## src/rtl/branch_target_predictor.sv

```systemverilog
// Direct-mapped branch target buffer with 2-bit direction counters.
// Optional hit/mispredict statistics are built when BTP_STATS_EN is defined.
module branch_target_predictor #(
  parameter int ADDR_W  = 32,
  parameter int ENTRIES = 16,
  parameter int INDEX_W = $clog2(ENTRIES),
  parameter int CNT_W   = 16
) (
  input  logic              clock,
  input  logic              reset,
  input  logic [ADDR_W-1:0] lookup_pc,
  output logic              predict_taken,
  output logic [ADDR_W-1:0] predict_target,
  input  logic              update_valid,
  input  logic [ADDR_W-1:0] update_pc,
  input  logic              update_taken,
  input  logic [ADDR_W-1:0] update_target,
  input  logic              update_mispredict,
  input  logic              flush,
  output logic [CNT_W-1:0]  stat_lookups,
  output logic [CNT_W-1:0]  stat_mispredicts
);

  localparam int TAG_W = ADDR_W - INDEX_W;

  logic [ENTRIES-1:0] valid;
  logic [TAG_W-1:0]   tags    [ENTRIES];
  logic [ADDR_W-1:0]  targets [ENTRIES];
  logic [1:0]         ctrs    [ENTRIES];

  logic [INDEX_W-1:0] lk_idx;
  logic [TAG_W-1:0]   lk_tag;
  logic               hit;
  logic [INDEX_W-1:0] up_idx;
  logic [TAG_W-1:0]   up_tag;
  logic               up_hit;

  assign lk_idx = lookup_pc[INDEX_W-1:0];
  assign lk_tag = lookup_pc[ADDR_W-1:INDEX_W];
  assign hit    = valid[lk_idx] && (tags[lk_idx] == lk_tag);

  assign predict_taken  = hit && ctrs[lk_idx][1];
  assign predict_target = predict_taken ? targets[lk_idx]
                                        : lookup_pc + ADDR_W'(1);

  assign up_idx = update_pc[INDEX_W-1:0];
  assign up_tag = update_pc[ADDR_W-1:INDEX_W];
  assign up_hit = valid[up_idx] && (tags[up_idx] == up_tag);

  // Flush wins over a same-cycle update; the update is simply lost.
  always_ff @(posedge clock or posedge reset) begin
    if (reset) begin
      valid <= '0;
      for (int i = 0; i < ENTRIES; i++) begin
        tags[i]    <= '0;
        targets[i] <= '0;
        ctrs[i]    <= 2'd1;
      end
    end else if (flush) begin
      valid <= '0;
    end else if (update_valid) begin
      if (up_hit) begin
        if (update_taken) begin
          targets[up_idx] <= update_target;
          if (ctrs[up_idx] != 2'd3)
            ctrs[up_idx] <= ctrs[up_idx] + 2'd1;
        end else if (ctrs[up_idx] != 2'd0) begin
          ctrs[up_idx] <= ctrs[up_idx] - 2'd1;
        end
      end else if (update_taken) begin
        valid[up_idx]   <= 1'b1;
        tags[up_idx]    <= up_tag;
        targets[up_idx] <= update_target;
        ctrs[up_idx]    <= 2'd2;
      end
    end
  end

`ifdef BTP_STATS_EN
  logic [CNT_W-1:0] lookups_q;
  logic [CNT_W-1:0] mispredicts_q;

  // Mispredicts still count while a flush is in progress.
  always_ff @(posedge clock or posedge reset) begin
    if (reset) begin
      lookups_q     <= '0;
      mispredicts_q <= '0;
    end else begin
      if (hit && (lookups_q != '1))
        lookups_q <= lookups_q + CNT_W'(1);
      if (update_valid && update_mispredict && (mispredicts_q != '1))
        mispredicts_q <= mispredicts_q + CNT_W'(1);
    end
  end

  assign stat_lookups     = lookups_q;
  assign stat_mispredicts = mispredicts_q;
`else
  logic unused_mispredict;
  assign unused_mispredict = update_mispredict;
  assign stat_lookups      = '0;
  assign stat_mispredicts  = '0;
`endif

endmodule

```

## config.mk

```make
export PLATFORM = sky130hd
export DESIGN_NAME = branch_target_predictor
export DESIGN_NICKNAME = d
export VERILOG_FILES = /design/src/rtl/branch_target_predictor.sv
export SDC_FILE = /design/constraint.sdc
export NUM_CORES = 2
export LEC_CHECK = 0
export ABC_AREA = 0
export CORE_MARGIN = 3
export CORE_UTILIZATION = 35
export DETAILED_ROUTE_END_ITERATION = 16
export MAX_ROUTING_LAYER = met4
export PLACE_DENSITY = 0.58
export SYNTH_ARGS = -nofsm -noshare
export SYNTH_HDL_FRONTEND = slang
export SYNTH_SLANG_ARGS = --single-unit
```

## constraint.sdc

```tcl
create_clock -name clock -period 32.5 [get_ports clock]
set_input_delay 6.5 -clock clock [delete_from_list [all_inputs] [get_ports clock]]
set_output_delay 6.5 -clock clock [all_outputs]
set_load 0.02 [all_outputs]
```

; Word level (Yosys, flattened, before mapping)
; Index checks and enable logic that the tools add are counted.
[classes]
n_addsub = 3
n_mul = 0
div_mod_pow = 0
order_cmp = 6
n_eq_ne = 5
shifts = 0
n_mux = 41
n_bitwise = 8
n_reduce_logical = 14
[ops]
columns = cell, n
row1 = 512-bit bitwise mux, 1
row2 = 448-bit bitwise mux, 1
row3 = 32-bit two-way mux, 9
row4 = 28-bit binary-select mux with 4-bit select, 2
row5 = 28-bit two-way mux, 5
row6 = 32-bit binary-select mux with 4-bit select, 1
row7 = 32-bit demux with 4-bit select, 1
row8 = 28-bit demux with 4-bit select, 1
row9 = 32-bit bitwise mux, 2
row10 = 16-bit two-way mux, 4
row11 = 28-bit equality test, 2
row12 = "32-bit by 1-bit adder with 32-bit output, second input constant", 1
row13 = 16-bit OR, 2
row14 = 16-bit bitwise AND, 1
row15 = 2-bit binary-select mux with 4-bit select, 2
row16 = 16-bit inverter, 1
row17 = "5-bit greater-or-equal comparator, second input constant", 2
row18 = "4-bit by 5-bit < comparator with 1-bit output, second input constant", 2
row19 = 2-bit two-way mux, 5
row20 = 4-bit inverter with 5-bit output, 2
row21 = 2-bit nonzero test, 5
row22 = 1-bit binary-select mux with 4-bit select, 2
row23 = 2-bit demux with 4-bit select, 1
row24 = 3-bit AND reduction, 2
row25 = other kinds (12), 20
[totals]
reg_bits = 1008
latchBits = 0
ramBits = 0
romBits = 0
in_bits = 102
memories = 0

; Longest topological paths before layout
[logic_depth]
depth_word = 9
ltp_mapped = 18

; Least setup slack after synthesis
; Ideal clock, no wire load.
[synth_timing]
kind = input-to-output
start = input lookup_pc[0]
end = output predict_target[10]
arrival_time_ps = 9844
required_ps = 26000
slack_ps = 16156
path_stages = 11
path_buffers = 4
path_cell_list = clkbuf_1 > buf_1 > mux4_2 > mux4_2 > xnor2_1 > nand4_1 > nor4_1 > nand4_1 > clkbuf_1 > clkbuf_1 > a21oi_1
[synth_via]
elab_chain_cells = 8
[synth_rtl]
columns = element, line_no
row1 = start: declaration, 11  ; input logic [ADDR_W-1:0] lookup_pc,
row2 = 4-bit inverter with 5-bit output (not written as such), "40, 42, 43"
row3 = 28-bit binary-select mux with 4-bit select, 40  ; assign hit = valid[lk_idx] && (tags[lk_idx] == lk_tag);
row4 = 28-bit two-way mux (not written as such) (2 in series), 40
row5 = 28-bit equality test, 40
row6 = 1-bit logical AND, 40
row7 = 1-bit logical AND, 42  ; assign predict_taken = hit && ctrs[lk_idx][1];
row8 = 32-bit two-way mux *, 43  ; assign predict_target = predict_taken ? targets[lk_idx]
row9 = end: declaration, 13  ; output logic [ADDR_W-1:0] predict_target,
; Mark *: on every way between the ends. The rest lies on a longest branch, timed or not. The select of a mux whose other input is x is not followed.

; Worst setup path in the final report
[layout_timing]
start = input lookup_pc[0]
end = output predict_target[6]
; The elaborated chain is that of the path after synthesis.

==> results.ini <==
[global_routing]
grt.busiest_layer = met2
first_global_vias = 32000
grt.met1_usage_pct = 28.9
antenna_found_initial = 27
gr-usage-met2_pct = 31.8
grtUsageMet3_pct = 4.17
overflow = 0
grt_start_max_net_pins = 195
grt_use_total_pct = 20.9
grt_pass1_wl_um = 229000

[sta]
slew_headroom_pct = 20.8
fmax_mhz = 55.2
slew_violations = 0
worstMarginPinSlew_ps = 1160
min_period_ps = 18120
rsz0062_at_grt = false
fin_skew_ps = 33.8
setup_tns_ps = 0
min_period_over_period_pct = 55.8
finalSetupViolations = 0
hold_viol = 0

[logic_synthesis]
syn_inst = 3426
synth_top_cell_area_share_pct = 47.8
seq_area_frac_synth_pct = 48.6
synthTopCellsByArea = dfrtp_1 (48%), mux2_2 (20%), mux4_2 (17%)
ys.warnings.count = 0
avgSynthCellArea_um2 = 15.2
ys_types = 72
synth_most_common_cell = dfrtp_1
yosysTopAreaCell = dfrtp_1
yosys_most_used_dff = dfrtp_1
ys_seq_elements = 1008
netlist_area_um2 = 51900
synth_edf_count = 0
async_reset_ff_share_pct = 100
ys_top_cells_by_count = dfrtp_1 (992), mux2_2 (904), mux4_2 (394), clkbuf_1 (179), mux2_1 (101)

[place]
port_buffers = 133
dp_hpwl_um = 91000
place.gp.congestion = 0.873

[finish]
nets = 3526
drive_above_1_share_pct = 46.3
fill_cells = 13500
syn_to_final_growth_pct = 12.4

[worst_setup_path]
crit_fanout = 61
critPathArrivalTime_ps = 11620
end_kind = primary output
r2r_start = tags[134]$_DFFE_PP0P_
start_kind = primary input
crit_start = lookup_pc[0]
required_ps = 26000
path_class = in2out

[outcome]
status = finished clean

[floorplanning]
io_pins = 167
fp.dieW_um = 391
start_util_pct = 35.4
std_cell_rows = 140
dieArea_um2 = 153000
core_area_um2 = 146000
die_h_um = 391

[route]
post-route-drc-count = 0
wire_per_inst_um = 28.3
drt_iter0_drc = 2471
viasPerCell = 5.69
routed_wl_um = 154000
vias = 31000
ant_nets = 0
drtPass1Iterations = 5

[pwr]
power_density_nw_per_um2 = 57.1
leakagePower_uw = 0.0257
ir_drop_mv = 0.0426
power_uw = 3330

[clock_network]
root_buffer = clkbuf_16
post_cts_buffers = 0
hold_buffers = 0
clockBufferDepth = 3
clk_pin_slew_ps = 60
cts_max_level = 3
cts_buffers = 110
clock_latency_ps = 730
clock-sinks = 1008
cts_tree = built
ctsResizeCount = 0

[hold_path]
hold_path.class = reg2reg
worstHoldStart = targets[14]$_DFFE_PP0P_

[job]
drv_cap = 0

[critical path: stages]
cell,delay [ps]
buf_8,410
buf_4,770
buf_4,710
nand3_1,150
o211ai_1,110
o21ai_0,130
mux4_2,580
nor3_1,330
nand4_1,140
buf_4,360
a21oi_1,540
clkdlybuf4s50_1,710
[cell type report]
class / instances / area, um^2 / share of cell area (%)
Antenna cell: 16 / 40.0 / 0.0686
Clock buffer: 164 / 3240 / 5.55
Clock inverter: 39 / 508 / 0.871
Inverter: 51 / 195 / 0.335
Multi-Input combinational cell: 2044 / 24800 / 42.5
Sequential cell: 1008 / 25200 / 43.3
Tap cell: 1917 / 2400 / 4.11
Timing Repair Buffer: 206 / 1900 / 3.26
[sequential cells by signal, summed over array words and instances (netlist names)]
| register | cells |
|---|---|
| targets | 512 |
| tags | 448 |
| ctrs | 32 |
| valid | 16 |
[stage by stage]
stage	std cells	hold WS (ps)	utilization [%]	setup WS, ps	instance area, um^2
2_1_floorplan	3457	474	-	12120	52000
3_3_place_gp	5226	481	37.3	14120	54600
3_5_place_dp	5226	488	37.3	14150	54600
4_1_cts	5429	501	39.8	14130	58300
5_1_grt	5444	511	39.8	13990	58300
6_report	5445	499	39.8	14380	58300
[layer usage]
layer / up-vias / wire length (um)
met5: - / 0
met1: 17000 / 69700
li1: 12900 / -
met4: 0 / 3170
met3: 212 / 9340
met2: 843 / 71900
[cell families (layout without fill, tap and decap cells)]
family / Yosys count / after routing / share of synthesized area [%]
flip-flops: 1008 / 1008 / 48.6
other: 1 / 48 / 0.00722
multiplexers: 1498 / 1498 / 40.8
buffers and inverters: 405 / 460 / 4.03
adder cells (fa/ha/maj): 3 / 3 / 0.0723
AO/OA/AOI/OAI: 177 / 177 / 2.58
XOR/XNOR: 83 / 83 / 1.40
AND/OR/NAND/NOR: 251 / 251 / 2.44
[report_power, final]
part | total, uW | leakage (uW) | internal [uW] | switching (uW)
sequential | 1510 | 0.0133 | 1420 | 96.2
clock | 1290 | 0.00183 | 760 | 534
combinational | 526 | 0.0106 | 291 | 234
total | 3330 | 0.0257 | 2470 | 865
[path summary, 6_finish.rpt]
path	to	slack, ps	cells past startpoint
setup / recovery	predict_target[6]	14380	12
hold / removal	targets[14]$_DFFE_PP0P_	500	1
setup reg to reg	tags[83]$_DFFE_PP0P_	27520	10
hold reg to reg	targets[14]$_DFFE_PP0P_	500	1
max in group asynchronous	targets[50]$_DFFE_PP0P_	21620	7
min in group asynchronous	targets[127]$_DFFE_PP0P_	6270	2
[layout by cell type, fill, tap and decap left out, types with 6 or more instances in the layout]
| cell type | netlist | final |
|---|---|---|
| a21oi_1 | 37 | 37 |
| a221oi_1 | 7 | 7 |
| a22o_1 | 7 | 7 |
| a22oi_1 | 6 | 6 |
| a2bb2oi_1 | 11 | 11 |
| and3_1 | 9 | 9 |
| buf_4 | 74 | 74 |
| bufinv_16 | 0 | 9 |
| clkbuf_1 | 179 | 27 |
| clkbuf_16 | 0 | 111 |
| clkbuf_8 | 0 | 27 |
| clkdlybuf4s50_1 | 0 | 126 |
| clkinv_2 | 0 | 18 |
| clkinvlp_4 | 0 | 7 |
| conb_1 | 1 | 32 |
| dfrtp_1 | 992 | 992 |
| dfstp_2 | 16 | 16 |
| diode_2 | 0 | 16 |
| inv_1 | 49 | 48 |
| mux2_1 | 101 | 101 |
| mux2_2 | 904 | 904 |
| mux2i_1 | 98 | 98 |
| mux4_2 | 394 | 394 |
| nand2_1 | 73 | 66 |
| nand2_2 | 0 | 7 |
| nand2_4 | 9 | 9 |
| nand3_1 | 30 | 26 |
| nand4_1 | 19 | 19 |
| nor2_1 | 62 | 50 |
| nor2_4 | 1 | 13 |
| nor2b_1 | 7 | 7 |
| nor3_1 | 10 | 10 |
| nor4_1 | 7 | 7 |
| o211ai_1 | 7 | 7 |
| o21ai_0 | 35 | 35 |
| o22ai_1 | 11 | 11 |
| o32ai_2 | 10 | 10 |
| xnor2_1 | 51 | 51 |
| xor2_1 | 32 | 32 |
(Power assumes the default switching activity.)
